**src/rtl/spi_slave_if.sv**
```systemverilog
// SPI slave bus bundle: board-side SPI pins, mode selects, the transmit
// handshake and the receive/status outputs. The slave modport is the
// design's view; the master modport is the view of whatever drives it.
interface spi_slave_if #(
  parameter int DATA_W = 8
);
  localparam int CNT_W = $clog2(DATA_W);

  logic              cpol;
  logic              cpha;
  logic              spi_clk;
  logic              cs_n;
  logic              mosi;
  logic              miso;
  logic              miso_oe;
  logic [DATA_W-1:0] tx_data;
  logic              tx_valid;
  logic              tx_ready;
  logic              tx_underrun;
  logic [DATA_W-1:0] rx_data;
  logic              rx_valid;
  logic              frame_err;
  logic              busy;
  logic [CNT_W-1:0]  bit_cnt;

  modport slave (
    input  cpol, cpha, spi_clk, cs_n, mosi, tx_data, tx_valid,
    output miso, miso_oe, tx_ready, tx_underrun, rx_data, rx_valid,
           frame_err, busy, bit_cnt
  );

  modport master (
    output cpol, cpha, spi_clk, cs_n, mosi, tx_data, tx_valid,
    input  miso, miso_oe, tx_ready, tx_underrun, rx_data, rx_valid,
           frame_err, busy, bit_cnt
  );
endinterface

```
**src/rtl/spi_slave.sv**
```systemverilog
// Oversampled SPI slave, all four CPOL/CPHA modes, MSB-first words in both
// directions. Pins are synchronized into clk; a single-entry buffer feeds
// the transmit shift register, received words appear with a 1-clk strobe.
module spi_slave #(
  parameter int DATA_W      = 8,
  parameter int SYNC_STAGES = 2
) (
  input  logic        clk,
  input  logic        reset,
  spi_slave_if.slave  bus
);
  localparam int CNT_W = $clog2(DATA_W);
  localparam logic [CNT_W-1:0] LAST_BIT = CNT_W'(DATA_W - 1);

  typedef enum logic {
    IDLE,
    SHIFT
  } state_t;

  state_t state, state_next;

  logic [SYNC_STAGES-1:0] sclk_sync;
  logic [SYNC_STAGES-1:0] cs_sync;
  logic [SYNC_STAGES-1:0] mosi_sync;
  logic sclk_prev;
  logic sclk_s, cs_n_s, mosi_s;

  logic cpol_q, cpha_q;
  logic [CNT_W-1:0]  bit_cnt_q;
  logic [DATA_W-1:0] rx_shift;
  logic [DATA_W-1:0] rx_data_q;
  logic rx_valid_q, frame_err_q, tx_underrun_q;
  logic [DATA_W-1:0] tx_shift;
  logic [DATA_W-1:0] buf_data;
  logic buf_full;

  logic sclk_change, leading_edge, trailing_edge, sample_edge;
  logic start_frame, end_frame, abort_err, sample_en, word_done, load_tx;
  logic tx_accept;
  logic miso_c, miso_oe_c, busy_c;

  assign sclk_s = sclk_sync[SYNC_STAGES-1];
  assign cs_n_s = cs_sync[SYNC_STAGES-1];
  assign mosi_s = mosi_sync[SYNC_STAGES-1];

  // Edges are classified against the idle level latched at frame start.
  assign sclk_change   = sclk_s ^ sclk_prev;
  assign leading_edge  = sclk_change & (sclk_s != cpol_q);
  assign trailing_edge = sclk_change & (sclk_s == cpol_q);
  assign sample_edge   = cpha_q ? trailing_edge : leading_edge;

  assign tx_accept = bus.tx_valid & ~buf_full;

  // Pin synchronizers, reset to the deselected/idle pin levels.
  always_ff @(posedge clk) begin
    if (reset) begin
      sclk_sync <= '0;
      cs_sync   <= '1;
      mosi_sync <= '1;
      sclk_prev <= 1'b0;
    end else begin
      sclk_sync <= {sclk_sync[SYNC_STAGES-2:0], bus.spi_clk};
      cs_sync   <= {cs_sync[SYNC_STAGES-2:0], bus.cs_n};
      mosi_sync <= {mosi_sync[SYNC_STAGES-2:0], bus.mosi};
      sclk_prev <= sclk_s;
    end
  end

  // Frame state register.
  always_ff @(posedge clk) begin
    if (reset) state <= IDLE;
    else       state <= state_next;
  end

  // Frame sequencing: chip select wins over a coincident sample edge.
  always_comb begin
    state_next  = state;
    start_frame = 1'b0;
    end_frame   = 1'b0;
    abort_err   = 1'b0;
    sample_en   = 1'b0;
    word_done   = 1'b0;
    load_tx     = 1'b0;
    miso_c      = 1'b1;
    miso_oe_c   = 1'b0;
    busy_c      = 1'b0;
    case (state)
      IDLE: begin
        if (!cs_n_s) begin
          state_next  = SHIFT;
          start_frame = 1'b1;
          load_tx     = 1'b1;
        end
      end
      SHIFT: begin
        miso_c    = tx_shift[DATA_W-1];
        miso_oe_c = 1'b1;
        busy_c    = 1'b1;
        if (cs_n_s) begin
          state_next = IDLE;
          end_frame  = 1'b1;
          abort_err  = (bit_cnt_q != '0);
        end else if (sample_edge) begin
          sample_en = 1'b1;
          if (bit_cnt_q == LAST_BIT) begin
            word_done = 1'b1;
            load_tx   = 1'b1;
          end
        end
      end
      default: state_next = IDLE;
    endcase
  end

  // Receive path: mode latch, bit counter, shift register and word strobe.
  always_ff @(posedge clk) begin
    if (reset) begin
      cpol_q      <= 1'b0;
      cpha_q      <= 1'b0;
      bit_cnt_q   <= '0;
      rx_shift    <= '0;
      rx_data_q   <= '0;
      rx_valid_q  <= 1'b0;
      frame_err_q <= 1'b0;
    end else begin
      rx_valid_q  <= 1'b0;
      frame_err_q <= abort_err;
      if (start_frame) begin
        cpol_q <= bus.cpol;
        cpha_q <= bus.cpha;
      end
      if (start_frame || end_frame) begin
        bit_cnt_q <= '0;
      end else if (sample_en) begin
        rx_shift <= {rx_shift[DATA_W-2:0], mosi_s};
        if (word_done) begin
          rx_data_q  <= {rx_shift[DATA_W-2:0], mosi_s};
          rx_valid_q <= 1'b1;
          bit_cnt_q  <= '0;
        end else begin
          bit_cnt_q <= bit_cnt_q + 1'b1;
        end
      end
    end
  end

  // Transmit path: buffer handshake, shift register loads and underrun.
  always_ff @(posedge clk) begin
    if (reset) begin
      tx_shift      <= '1;
      tx_underrun_q <= 1'b0;
      buf_full      <= 1'b0;
      buf_data      <= '0;
    end else begin
      tx_underrun_q <= 1'b0;
      if (load_tx) begin
        if (buf_full) begin
          tx_shift <= buf_data;
        end else begin
          tx_shift      <= '1;
          tx_underrun_q <= 1'b1;
        end
      end else if (sample_en) begin
        tx_shift <= {tx_shift[DATA_W-2:0], 1'b0};
      end
      if (tx_accept) begin
        buf_full <= 1'b1;
        buf_data <= bus.tx_data;
      end else if (load_tx) begin
        buf_full <= 1'b0;
      end
    end
  end

  assign bus.miso        = miso_c;
  assign bus.miso_oe     = miso_oe_c;
  assign bus.busy        = busy_c;
  assign bus.tx_ready    = ~buf_full;
  assign bus.tx_underrun = tx_underrun_q;
  assign bus.rx_data     = rx_data_q;
  assign bus.rx_valid    = rx_valid_q;
  assign bus.frame_err   = frame_err_q;
  assign bus.bit_cnt     = bit_cnt_q;
endmodule

```
**src/flat_wrapper.sv**
```systemverilog
// flat-port wrapper written by rule: the top's interface ports become plain ports
module spi_slave_flat 
#(
  parameter int DATA_W      = 8,
  parameter int SYNC_STAGES = 2
)
  (clk, reset, bus_cpol, bus_cpha, bus_spi_clk, bus_cs_n, bus_mosi, bus_tx_data, bus_tx_valid, bus_miso, bus_miso_oe, bus_tx_ready, bus_tx_underrun, bus_rx_data, bus_rx_valid, bus_frame_err, bus_busy, bus_bit_cnt);
  spi_slave_if #(.DATA_W(DATA_W)) bus_i ();
  input  logic clk;
  input  logic reset;
  input wire logic [$bits(bus_i.cpol)-1:0] bus_cpol;
  input wire logic [$bits(bus_i.cpha)-1:0] bus_cpha;
  input wire logic [$bits(bus_i.spi_clk)-1:0] bus_spi_clk;
  input wire logic [$bits(bus_i.cs_n)-1:0] bus_cs_n;
  input wire logic [$bits(bus_i.mosi)-1:0] bus_mosi;
  input wire logic [$bits(bus_i.tx_data)-1:0] bus_tx_data;
  input wire logic [$bits(bus_i.tx_valid)-1:0] bus_tx_valid;
  output wire logic [$bits(bus_i.miso)-1:0] bus_miso;
  output wire logic [$bits(bus_i.miso_oe)-1:0] bus_miso_oe;
  output wire logic [$bits(bus_i.tx_ready)-1:0] bus_tx_ready;
  output wire logic [$bits(bus_i.tx_underrun)-1:0] bus_tx_underrun;
  output wire logic [$bits(bus_i.rx_data)-1:0] bus_rx_data;
  output wire logic [$bits(bus_i.rx_valid)-1:0] bus_rx_valid;
  output wire logic [$bits(bus_i.frame_err)-1:0] bus_frame_err;
  output wire logic [$bits(bus_i.busy)-1:0] bus_busy;
  output wire logic [$bits(bus_i.bit_cnt)-1:0] bus_bit_cnt;
  assign bus_i.cpol = bus_cpol;
  assign bus_i.cpha = bus_cpha;
  assign bus_i.spi_clk = bus_spi_clk;
  assign bus_i.cs_n = bus_cs_n;
  assign bus_i.mosi = bus_mosi;
  assign bus_i.tx_data = bus_tx_data;
  assign bus_i.tx_valid = bus_tx_valid;
  assign bus_miso = bus_i.miso;
  assign bus_miso_oe = bus_i.miso_oe;
  assign bus_tx_ready = bus_i.tx_ready;
  assign bus_tx_underrun = bus_i.tx_underrun;
  assign bus_rx_data = bus_i.rx_data;
  assign bus_rx_valid = bus_i.rx_valid;
  assign bus_frame_err = bus_i.frame_err;
  assign bus_busy = bus_i.busy;
  assign bus_bit_cnt = bus_i.bit_cnt;
  spi_slave #(.DATA_W(DATA_W), .SYNC_STAGES(SYNC_STAGES)) u_core (.clk(clk), .reset(reset), .bus(bus_i));
endmodule
```
**config.mk**
```make
export PLATFORM = sky130hd
export DESIGN_NAME = spi_slave_flat
export DESIGN_NICKNAME = d
export VERILOG_FILES = /design/src/rtl/spi_slave_if.sv /design/src/rtl/spi_slave.sv /design/src/flat_wrapper.sv
export SDC_FILE = /design/constraint.sdc
export NUM_CORES = 1
export LEC_CHECK = 0
export ABC_AREA = 1
export BUFFER_PORTS_ARGS = -buffer_cell sky130_fd_sc_hd__buf_2
export CORE_MARGIN = 2
export CORE_UTILIZATION = 50
export CTS_CLUSTER_SIZE = 14
export DETAILED_ROUTE_END_ITERATION = 16
export MAX_ROUTING_LAYER = met4
export PLACE_DENSITY = 0.73
export SYNTH_ARGS = -nofsm -noshare
export SYNTH_HDL_FRONTEND = slang
export SYNTH_SLANG_ARGS = --single-unit
```
**constraint.sdc**
```tcl
create_clock -name clk -period 4.26 [get_ports clk]
set_input_delay 0 -clock clk [delete_from_list [all_inputs] [get_ports clk]]
set_output_delay 0 -clock clk [all_outputs]
set_load 0.02 [all_outputs]
```
======== After elaboration in Yosys (flattened, before gate mapping) ========
Index checks and enable logic that the tools add are counted.
W data, S select, Z words.
operators by class
  equality and inequality tests ........... 3
  add/sub/neg operators ................... 1
  reductions and logical operators ........ 10
  bitwise logic cells ..................... 10
  muxes and demuxes ....................... 23
operators by type and width
  cell                   number
  $mux W8                3
  $mux W1                18
  $not A1 Y1             6
  $reduce_or A3 Y1       2
  $reduce_bool A2 Y1     2
  $reduce_or A2 Y1       2
  $add A3 B1 Y3 const B  1
  $and A1 B1 Y1          3
  $eq A3 B3 Y1 const B   1
  $mux W3                1
  $reduce_and A3 Y1      1
  $reduce_bool A3 Y1     1
  $pmux W1 S2            1
  $reduce_and A2 Y1      1
  $eq A1 B1 Y1           1
  $logic_or A1 B1 Y1     1
  $ne A1 B1 Y1           1
  $xor A1 B1 Y1          1
word-level totals
  flip-flop bits (word level) ............. 48
  bits of input ports ..................... 16

======== Depth between registers and ports, before layout ========
Gate-level depths: netlist of the first run.
  word-level depth ........................ 8
  gate-level depth with buffers ........... 10

======== Worst setup path after synthesis of the first run ========
No wires, ideal clock.
  path type ............................... reg2reg
  start point ............................. register u_core.bit_cnt_q[1] (netlist: u_core.bus.bit_cnt[1])
  end point ............................... register u_core.tx_shift[0]
  stages on the path, launching flop included .. 9
  library setup time ...................... 0.124 ns
  data arrival time ....................... 1.469 ns
  required time ........................... 4.136 ns
  path slack .............................. 2.667 ns
  path buffers ............................ 1
  path through ............................ dfxtp_1 ha_1 ha_1 inv_1 nor2_2 nor2_4 buf_8 nand3_1 nand3_1
on the way
  longest elaborated chain between the ends .. 6
  elaborated cells on any way between the ends .. 7
  classes of those cells .................. 1 x eq/ne; 5 x mux; 1 x reduce/logical
ends and longest elaborated chain
  item                                           line              text
  from (decl)                                    spi_slave.sv:29   logic [CNT_W-1:0] bit_cnt_q;
  from (signal assigned)                         spi_slave.sv:141  bit_cnt_q <= bit_cnt_q + 1'b1;
  $eq A3 B3 Y1 (*)                               spi_slave.sv:105  if (bit_cnt_q == LAST_BIT) begin
  $mux W1 (*)                                    spi_slave.sv:105
  $mux W1 (*)                                    spi_slave.sv:103  end else if (sample_edge) begin
  $mux W1 (*)                                    spi_slave.sv:99   if (cs_n_s) begin
  $pmux W1 S2 (*)                                spi_slave.sv:87   case (state)
  $mux W8 or $reduce_bool A2 Y1 (tied branches)  --
  to (signal assigned)                           spi_slave.sv:158  tx_shift <= buf_data;
  to (signal assigned)                           spi_slave.sv:164  tx_shift <= {tx_shift[DATA_W-2:0], 1'b0};
  to (decl)                                      spi_slave.sv:33   logic [DATA_W-1:0] tx_shift;
Mark *: on every way between the ends. The rest lies on a longest branch, timed or not.
A chain may end at the register's enable or synchronous reset.

======== Worst setup path after layout of the first run ========
  start point ............................. register u_core.sclk_prev
  end point ............................... register u_core.rx_shift[5]
on the way
  longest elaborated chain between the ends .. 7
  elaborated cells on any way between the ends .. 8
  classes of those cells .................. 4 x mux; 3 x bitwise; 1 x reduce/logical
ends and longest elaborated chain
  item                                     line                              text
  from (decl)                              spi_slave.sv:25                   logic sclk_prev;
  from (signal assigned)                   spi_slave.sv:65                   sclk_prev <= sclk_s;
  $xor A1 B1 Y1 (*)                        spi_slave.sv:47                   assign sclk_change = sclk_s ^ sclk_prev;
  $and A1 B1 Y1, on equally long branches  spi_slave.sv:48, spi_slave.sv:49
  $mux W1 (*)                              spi_slave.sv:50                   assign sample_edge = cpha_q ? trailing_edge : leading_edge;
  $mux W1 (*)                              spi_slave.sv:103
  $mux W1 (*)                              spi_slave.sv:99
  $mux W1 (*)                              spi_slave.sv:87
  $reduce_and A2 Y1 (no line) (*)          --
  to (signal assigned)                     spi_slave.sv:135                  rx_shift <= {rx_shift[DATA_W-2:0], mosi_s};
  to (decl)                                spi_slave.sv:30                   logic [DATA_W-1:0] rx_shift;
Marked as above.

==> results.toml, run 1 <==
[worst_setup_path]
rr_worst_depth = 5
timing.rr.start = "u_core.sclk_prev$_SDFF_PP0_"
rrSetupSlack_ns = 2.30
required_ns = 4.50
crit_type = "reg2reg"
startpoint_type = "register"
rr_endpoint = "u_core.rx_shift[5]$_SDFFE_PP0P_"
path_max_fanout = 12
cp-end-kind = "register"
arrival_ns = 2.20

[routing]
viasPerCell = 4.814
firstDrtPassIters = 5
num_vias = 1704
drc = 0
drtAntennaViolNets = 0
drt_iter0_markers = 63
wl_mm = 3.838
wire_per_inst_um = 10.84

[clock_network]
clkSinkCount = 48
cts_hold_buffers = 12
numCtsBuffers = 5
post_cts_buffers = 0
root_buffer = "clkbuf_8"
clkTransAtPathRegs_ns = 0.09
cts_buffer_depth = 2
post_cts_resized = 0
cts_max_level = 2
clkLatencyLatePin_ns = 0.30
cts_tree = "done"

[yosys]
synth_ff_type = "dfxtp_1"
async_reset_ff_share_pct = 0
syn-num-nets = 280
yosys-top-cells-count = "59 x nor2_1, 48 x dfxtp_1, 47 x nand2_1"
synth_enable_flop_cells = 0
seq_area_frac_synth_pct = 47.41
ys_warn_count = 0
yosysTopAreaCellShare_pct = 47.41
syn_area_per_cell_um2 = 7.796
synth_cell_type_count = 27
synth.most_common_cell = "nor2_1"
synthCells = 260
yosysTopAreaCell = "dfxtp_1"
syn_area_mm2 = 0.002027
ys_seq_elements = 48
synth_area_leaders = "dfxtp_1 47%, nor2_1 11%, nand2_1 8.7%"

[timing]
skew_ns = 0.006432
maxSlewHeadroom_pct = 36.94
fmax_mhz = 510.8
worst_slack_ns = 2.302
finalCritPeriodShare_pct = 45.96
rsz0062_at_grt = "false"
finalSetupViolations = 0
timing.final.hold_violations = 0
post-route-min-period_ns = 1.958
finalSetupTns_ns = 0
tightest_slew_ns = 0.9448
slew_violations = 0

[global_routing]
overflow = 0
track_usage_pct = 18.54
grt_pass1_wl_mm = 6.196
grt_max_degree = 34
antenna_found_initial = 0
grt_pass1_vias = 1582

[flow_run]
drv_cap = 0

[placement]
routabilityCongestion = 0.8155
io_buffer_count = 33
hpwlAfterDp_mm = 2.493
pre_cts_slack_ns = 2.307

[pwr]
power.ir.vdd_worst_mv = 0.2739
p_leak_nw = 1.207
power_density_mw_per_mm2 = 343.2

[die]
io_pins = 34
core_area_mm2 = 0.003943
rows = 23
dieArea_mm2 = 0.004579
start_util_pct = 51.41
dieWidth_um = 67.67
dieHeight_um = 67.67

[layout]
diodes = 0
drive_above_1_share_pct = 23.68
nNetsFinal = 323
syn_to_final_growth_pct = 18.89

[min_path]
hold_path_depth = 3
holdCritPathClass = "in2reg"
hp-start = "bus_cpol"
hold_path_end = "u_core.cpol_q$_SDFFE_PP0P_"

[outcome]
outcome = "complete, no violations"
critical path, cell delays in order (launching register included):
cell and delay [ns]:
dfxtp_1 0.33, a21oi_2 0.21, nand4_1 0.57, nor2_1 0.52
o21ai_0 0.13, nor2_1 0.13
flip-flops by register name, summed over array words and instances (netlist names), 2 cells and up:
name,count
u_core.buf_data,8
u_core.bus.bit_cnt,3
u_core.bus.rx_data,8
u_core.cs_sync,2
u_core.mosi_sync,2
u_core.rx_shift,7
u_core.sclk_sync,2
u_core.tx_shift,8
report_power, final:
part	leakage (nW)	total (mW)	internal (mW)	switching [mW]
Clock	0.0434	0.281	0.131	0.150
Combinational	0.772	0.0723	0.0315	0.0408
Sequential	0.392	0.473	0.464	0.00938
cell type report:
cell class | count | area, um^2
fill | 348 | 1533
clock buffer | 6 | 82.58
tap | 50 | 62.56
sequential | 48 | 960.9
timing repair buffer | 45 | 285.3
multi-input combinational | 178 | 909.6
inverter | 25 | 93.84
clock inverter | 2 | 15.01
cell families (layout without fill, tap and decap cells):
| logic type | after synthesis | in the layout | share of synthesized area (%) |
|---|---|---|---|
| flip-flops | 48 | 48 | 47.41 |
| AND/OR/NAND/NOR | 146 | 146 | 34.63 |
| AO/OA/AOI/OAI | 28 | 28 | 7.778 |
| buffers and inverters | 34 | 78 | 7.715 |
| adder cells (fa/ha/maj) | 4 | 4 | 2.469 |
worst max path at each step:
stage	start	to	slack, ns
after CTS	u_core.sclk_prev$_SDFF_PP0_	u_core.rx_shift[4]$_SDFFE_PP0P_	2.28
after detailed placement	u_core.sclk_prev$_SDFF_PP0_	u_core.rx_shift[3]$_SDFFE_PP0P_	2.31
after global routing	u_core.sclk_prev$_SDFF_PP0_	u_core.rx_shift[2]$_SDFFE_PP0P_	2.14
final	u_core.sclk_prev$_SDFF_PP0_	u_core.rx_shift[5]$_SDFFE_PP0P_	2.30
after global placement	u_core.sclk_prev$_SDFF_PP0_	u_core.rx_shift[3]$_SDFFE_PP0P_	2.37
after floorplan	u_core.bus.bit_cnt[1]$_SDFFE_PP0P_	u_core.tx_shift[0]$_SDFFE_PP1P_	2.67
per-stage QoR:
stage / power, mW / instances / area [um^2] / hold slack [ns] / utilization (%)
after floorplan: 0.5313 / 260 / 2027 / 0.08306 / -
final: 0.8272 / 354 / 2410 / 0.001195 / 61.12
after global routing: 0.8603 / 354 / 2410 / 0.02710 / 61.12
after CTS: 0.8356 / 354 / 2410 / 0.0003667 / 61.12
after global placement: 0.5461 / 334 / 2192 / 0.1811 / 55.60
after detailed placement: 0.5478 / 334 / 2192 / 0.1850 / 55.60
per-layer routing:
layer	vias up	global-route usage, %	part of all wire [%]
li1	901	-	-
met4	0	8.929	1.2
met5	-	-	0
met2	35	32.60	48
met3	6	5.167	3.6
met1	762	18.87	47
layout by cell type, fill, tap and decap left out, types with 2 or more instances in the layout:
| master | instances |
|---|---|
| nand2_2 | 4 |
| nor3_1 | 2 |
| ha_1 | 4 |
| nand3_1 | 12 |
| dlygate4sd3_1 | 12 |
| o21ai_0 | 19 |
| inv_1 | 20 |
| buf_2 | 33 |
| or2_2 | 5 |
| nand3_4 | 2 |
| nand4_1 | 2 |
| a21oi_1 | 5 |
| inv_2 | 4 |
| clkbuf_8 | 6 |
| a21oi_2 | 2 |
| nand2_1 | 47 |
| nor2_4 | 2 |
| dfxtp_1 | 48 |
| nand3_2 | 9 |
| clkinvlp_4 | 2 |
| nor2_1 | 59 |
(Power assumes the default switching activity.)
==> inputs of run 2 (changes only) <==
- CORE_UTILIZATION: 50 -> 49
- PLACE_DENSITY: 0.73 -> 0.75
- clock period: 4.26 -> 1.64 ns (I/O delays scaled with it)
==> results.toml, run 2 (synthesized netlist as in run 1, its figures left out) <==
[min_path]
holdCritPathClass = "in2reg"

[placement]
routabilityCongestion = 0.7616
io_buffer_count = 33
dp.cells = 342
hpwlAfterDp_mm = 2.617

[worst_setup_path]
crit_slowest_cell = "dfxtp_1"
cp-end-kind = "register"
crit_chain = "ha_1, ha_1, inv_1, nor2_2, nor2_4, buf_12, buf_12, nand3_2, nand3_1"
required_ns = 1.81
max_stage_delay_ns = 0.39
arrival_ns = 1.69
path_max_fanout = 13
crit_type = "reg2reg"
startpoint_type = "register"

[layout]
final_common_cell = "nor2_1"
diodes = 0
stdcell_count = 364
layout_common_cells = "58 x nor2_1, 48 x dfxtp_1, 47 x nand2_1, 33 x buf_2, 20 x inv_1"
drive_above_1_share_pct = 26.11
nNetsFinal = 333
n_fill_cell = 368
post-route-util_pct = 62.56
syn_to_final_growth_pct = 23.46

[timing]
finalCritPeriodShare_pct = 92.59
maxSlewHeadroom_pct = 73.38
finalSetupTns_ns = 0
post-route-min-period_ns = 1.518
finalSetupViolations = 0
tightest_slew_ns = 0.3892
skew_ns = 0.006074
fmax_mhz = 658.6
timing.final.hold_violations = 0
slew_violations = 0

[die]
start_util_pct = 50.67
io_pins = 34
dieHeight_um = 68.32
core_area_mm2 = 0.004000
dieWidth_um = 68.32
rows = 23
dieArea_mm2 = 0.004667

[clock_network]
cts_tree = "done"
clkLatencyLatePin_ns = 0.29
cts_max_level = 2
numCtsBuffers = 5
clkSinkCount = 48
clkTransAtPathRegs_ns = 0.08
root_buffer = "clkbuf_8"
cts_buffer_depth = 2

[routing]
wl_mm = 3.867
drc = 0
drt_iter0_markers = 63
num_vias = 1708
drtAntennaViolNets = 0
wire_per_inst_um = 10.62
viasPerCell = 4.692
firstDrtPassIters = 4

[pwr]
power.share.combinational_pct = 9.4
pwr-share-clk_pct = 32.9
intPower_mw = 1.642
power_density_mw_per_mm2 = 852.9
seqPwrFrac_pct = 57.6
switching_share_pct = 23.04
switchingPower_mw = 0.4918
p_leak_nw = 1.268
power.ir.vdd_worst_mv = 0.5901

[global_routing]
grt_pass1_wl_mm = 6.644
grt_max_degree = 32
track_usage_pct = 19.49
grt_pass1_vias = 1604
overflow = 0
antenna_found_initial = 0

[flow_run]
drv_cap = 0

[outcome]
outcome = "complete, no violations"
## run 2: path summary, 6_finish.rpt
check / start / end / slack [ns] / depth (start not counted)
max reg2reg: u_core.bus.bit_cnt[0]$_SDFFE_PP0P_ / u_core.tx_shift[5]$_SDFFE_PP1P_ / 0.12 / 9
max: u_core.bus.bit_cnt[0]$_SDFFE_PP0P_ / u_core.tx_shift[5]$_SDFFE_PP1P_ / 0.12 / 9
min reg2reg: u_core.sclk_sync[0]$_SDFF_PP0_ / u_core.sclk_sync[1]$_SDFF_PP0_ / 0.41 / 2
min: bus_cpha / u_core.cpha_q$_SDFFE_PP0P_ / 0.003 / 3
## run 2: repair_timing
item                                    4_1_cts  5_1_grt
buffers inserted                              0        3
hold buffers                                 11        0
resized for setup                             0        1
hold endpoints to repair                     11        0
endpoints found under the setup margin        0       16
## run 2: per-stage QoR
stage | worst slack [ns] | power, mW | hold WS, ns | instance area (um^2)
floorplan | 0.04657 | 1.380 | 0.08306 | 2027
global placement | 0.09998 | 1.426 | 0.1824 | 2265
detailed placement | 0.08237 | 1.433 | 0.1848 | 2265
CTS | 0.03883 | 2.149 | 0.003651 | 2465
global route | -0.008705 | 2.237 | 0.03640 | 2502
finish | 0.1215 | 2.134 | 0.002807 | 2502
## run 2: area by class of cell
cell class / instances / area, um^2 / share of cell area, %
multi-input combinational: 178 / 912.1 / 36.45
sequential: 48 / 960.9 / 38.40
inverter: 25 / 93.84 / 3.750
tap: 50 / 62.56 / 2.500
clock buffer: 8 / 90.09 / 3.600
timing repair buffer: 55 / 382.9 / 15.30
## run 2: metal layers
layer	vias to the layer above	share of wire, %	GRT usage [%]	wire length, um
met5	-	0	-	0
met4	0	1.4	8.000	54
met3	6	4.2	4.441	164
met2	38	48	34.59	1858
met1	748	46	20.81	1789
li1	916	-	-	-
## run 2: power by group through the flow
stage	combinational (mW)	clock, mW	sequential [mW]
after floorplan	0.126	0	1.25
after global placement	0.171	0	1.26
after detailed placement	0.176	0	1.26
after CTS	0.196	0.723	1.23
after global routing	0.233	0.770	1.23
final	0.202	0.703	1.23
## run 2: worst max-delay path, delay by kind of cell, from the launching register on
family | cells | cell delay [ns]
DFF | 1 | 0.39
and+or+nand+nor | 4 | 0.33
buffers and inverters | 3 | 0.36
adders and majority gates | 2 | 0.32
==> inputs of run 3 (changes only) <==
- clock period: 1.64 -> 1.2 ns (I/O delays scaled with it)
==> results.toml, run 3 (synthesized netlist as in run 1, its figures left out) <==
[worst_setup_path]
cp-end-kind = "register"
crit_cells = 9
max_stage_delay_ns = 0.36
rr_worst_depth = 9
rr_endpoint = "u_core.tx_shift[4]$_SDFFE_PP1P_"
startpoint_type = "register"
path_max_fanout = 6
crit_slowest_cell = "dfxtp_4"
crit_end = "u_core.tx_shift[4]$_SDFFE_PP1P_"
arrival_ns = 1.63
crit_chain = "ha_4, ha_4, inv_4, nor2_4, nor2_4, clkbuf_16, nand2_2, nand2_1, nand3_1"
cp_top_family = "simple AND/OR/NAND/NOR gates"
rrSetupSlack_ns = -0.23
required_ns = 1.40
timing.rr.start = "u_core.bus.bit_cnt[0]$_SDFFE_PP0P_"
crit_path_start = "u_core.bus.bit_cnt[0]$_SDFFE_PP0P_"
crit_type = "reg2reg"
worst-path-buf-inv = 2

[timing]
maxSlewHeadroom_pct = 79.82
slew_violations = 0
post-route-min-period_ns = 1.431
finalSetupViolations = 29
rsz0062_at_grt = "true"
worst_slack_ns = -0.2314
finalCritPeriodShare_pct = 119.3
timing.final.hold_violations = 0
skew_ns = 0.008931
fmax_mhz = 698.6
tightest_slew_ns = 0.3027

[layout]
final_common_cell = "nor2_1"
nNetsFinal = 360
finish.instance_area_mm2 = 0.003015
post-route-util_pct = 75.38
layout_common_cells = "54 x nor2_1, 40 x dfxtp_1, 33 x buf_2, 29 x nand2_1, 23 x buf_4"
syn_to_final_growth_pct = 48.77
drive_above_1_share_pct = 45.16
diodes = 0

[die]
start_util_pct = 50.67
rows = 23
dieWidth_um = 68.32
dieArea_mm2 = 0.004667
core_area_mm2 = 0.004000
io_pins = 34
dieHeight_um = 68.32

[routing]
drt_iter0_markers = 107
num_vias = 1898
drtAntennaViolNets = 0
wl_mm = 4.984
viasPerCell = 4.854
wire_per_inst_um = 12.75
firstDrtPassIters = 4
drc = 0

[clock_network]
clkLatencyLatePin_ns = 0.31
cts_max_level = 2
clkTransAtPathRegs_ns = 0.09
root_buffer = "clkbuf_8"
numCtsBuffers = 5
cts_tree = "done"
clkSinkCount = 48
cts_buffer_depth = 2

[min_path]
holdCritPathClass = "in2reg"
hp-start = "reset"

[outcome]
outcome = "complete, but fails checks"
violations = "setup timing"

[global_routing]
antenna_found_initial = 0
track_usage_pct = 22.61
overflow = 0
grt_pass1_wl_mm = 7.527
grt_max_degree = 32
grt_pass1_vias = 1799

[placement]
io_buffer_count = 33
pre_cts_slack_ns = -0.2421
routabilityCongestion = 0.8590
placed_area_mm2 = 0.002462
hpwlAfterDp_mm = 2.819

[pwr]
power_density_mw_per_mm2 = 1027
power.ir.vdd_worst_mv = 0.8965
p_leak_nw = 1.436

[flow_run]
drv_cap = 0
==> run 3: repair_timing <==
| item | in CTS | in global routing |
|---|---|---|
| cloned | 2 | 1 |
| buffers inserted | 5 | 4 |
| hold endpoints to repair | 13 | 0 |
| endpoints found under the setup margin | 31 | 37 |
| pin swaps | 10 | 15 |
| hold buffers | 13 | 0 |
| gates resized for setup | 22 | 35 |
==> run 3: power breakdown <==
| part | switching [mW] | leakage, nW | total, mW | internal [mW] |
|---|---|---|---|---|
| sequential | 0.0387 | 0.396 | 1.68 | 1.64 |
| combinational | 0.188 | 0.988 | 0.383 | 0.195 |
| clock | 0.565 | 0.0516 | 1.04 | 0.472 |
| total | 0.791 | 1.44 | 3.10 | 2.31 |
==> run 3: worst min-delay path by stage <==
stage                                            to  slack [ns]  cells past startpoint
floorplan           u_core.bus.frame_err$_SDFF_PP0_        0.08                      1
global placement       u_core.cs_sync[0]$_SDFF_PP1_        0.18                      2
detailed placement   u_core.mosi_sync[0]$_SDFF_PP1_        0.18                      2
CTS                  u_core.sclk_sync[0]$_SDFF_PP0_        0.05                      2
global route                u_core.state$_SDFF_PP0_        0.06                      2
finish                      u_core.state$_SDFF_PP0_        0.04                      2
==> run 3: final cells by class <==
cell class / count / area, um^2
Multi-Input combinational cell: 179 / 1116
Fill cell: 275 / 984.7
Sequential cell: 48 / 983.4
Timing Repair Buffer: 81 / 651.9
Inverter: 25 / 105.1
Clock buffer: 6 / 82.58
Tap cell: 50 / 62.56
Clock inverter: 2 / 13.76
==> run 3: metrics by stage <==
stage	TNS (ns)	power (mW)	cells	hold WS (ns)
4_1_cts	-2.813	3.072	386	0.04588
3_3_place_gp	-3.619	1.977	358	0.1820
6_report	-4.225	3.098	391	0.03837
5_1_grt	-6.595	3.221	391	0.05761
3_5_place_dp	-4.403	1.988	358	0.1835
2_1_floorplan	-2.551	1.886	260	0.08306
==> run 3: metal layers <==
layer | track usage (%) | vias to the layer above | routed length (um)
li1 | - | 982 | -
met1 | 23.03 | 865 | 2072
met2 | 41.02 | 41 | 2629
met3 | 5.099 | 10 | 186
met4 | 10.25 | 0 | 96
met5 | - | - | 0
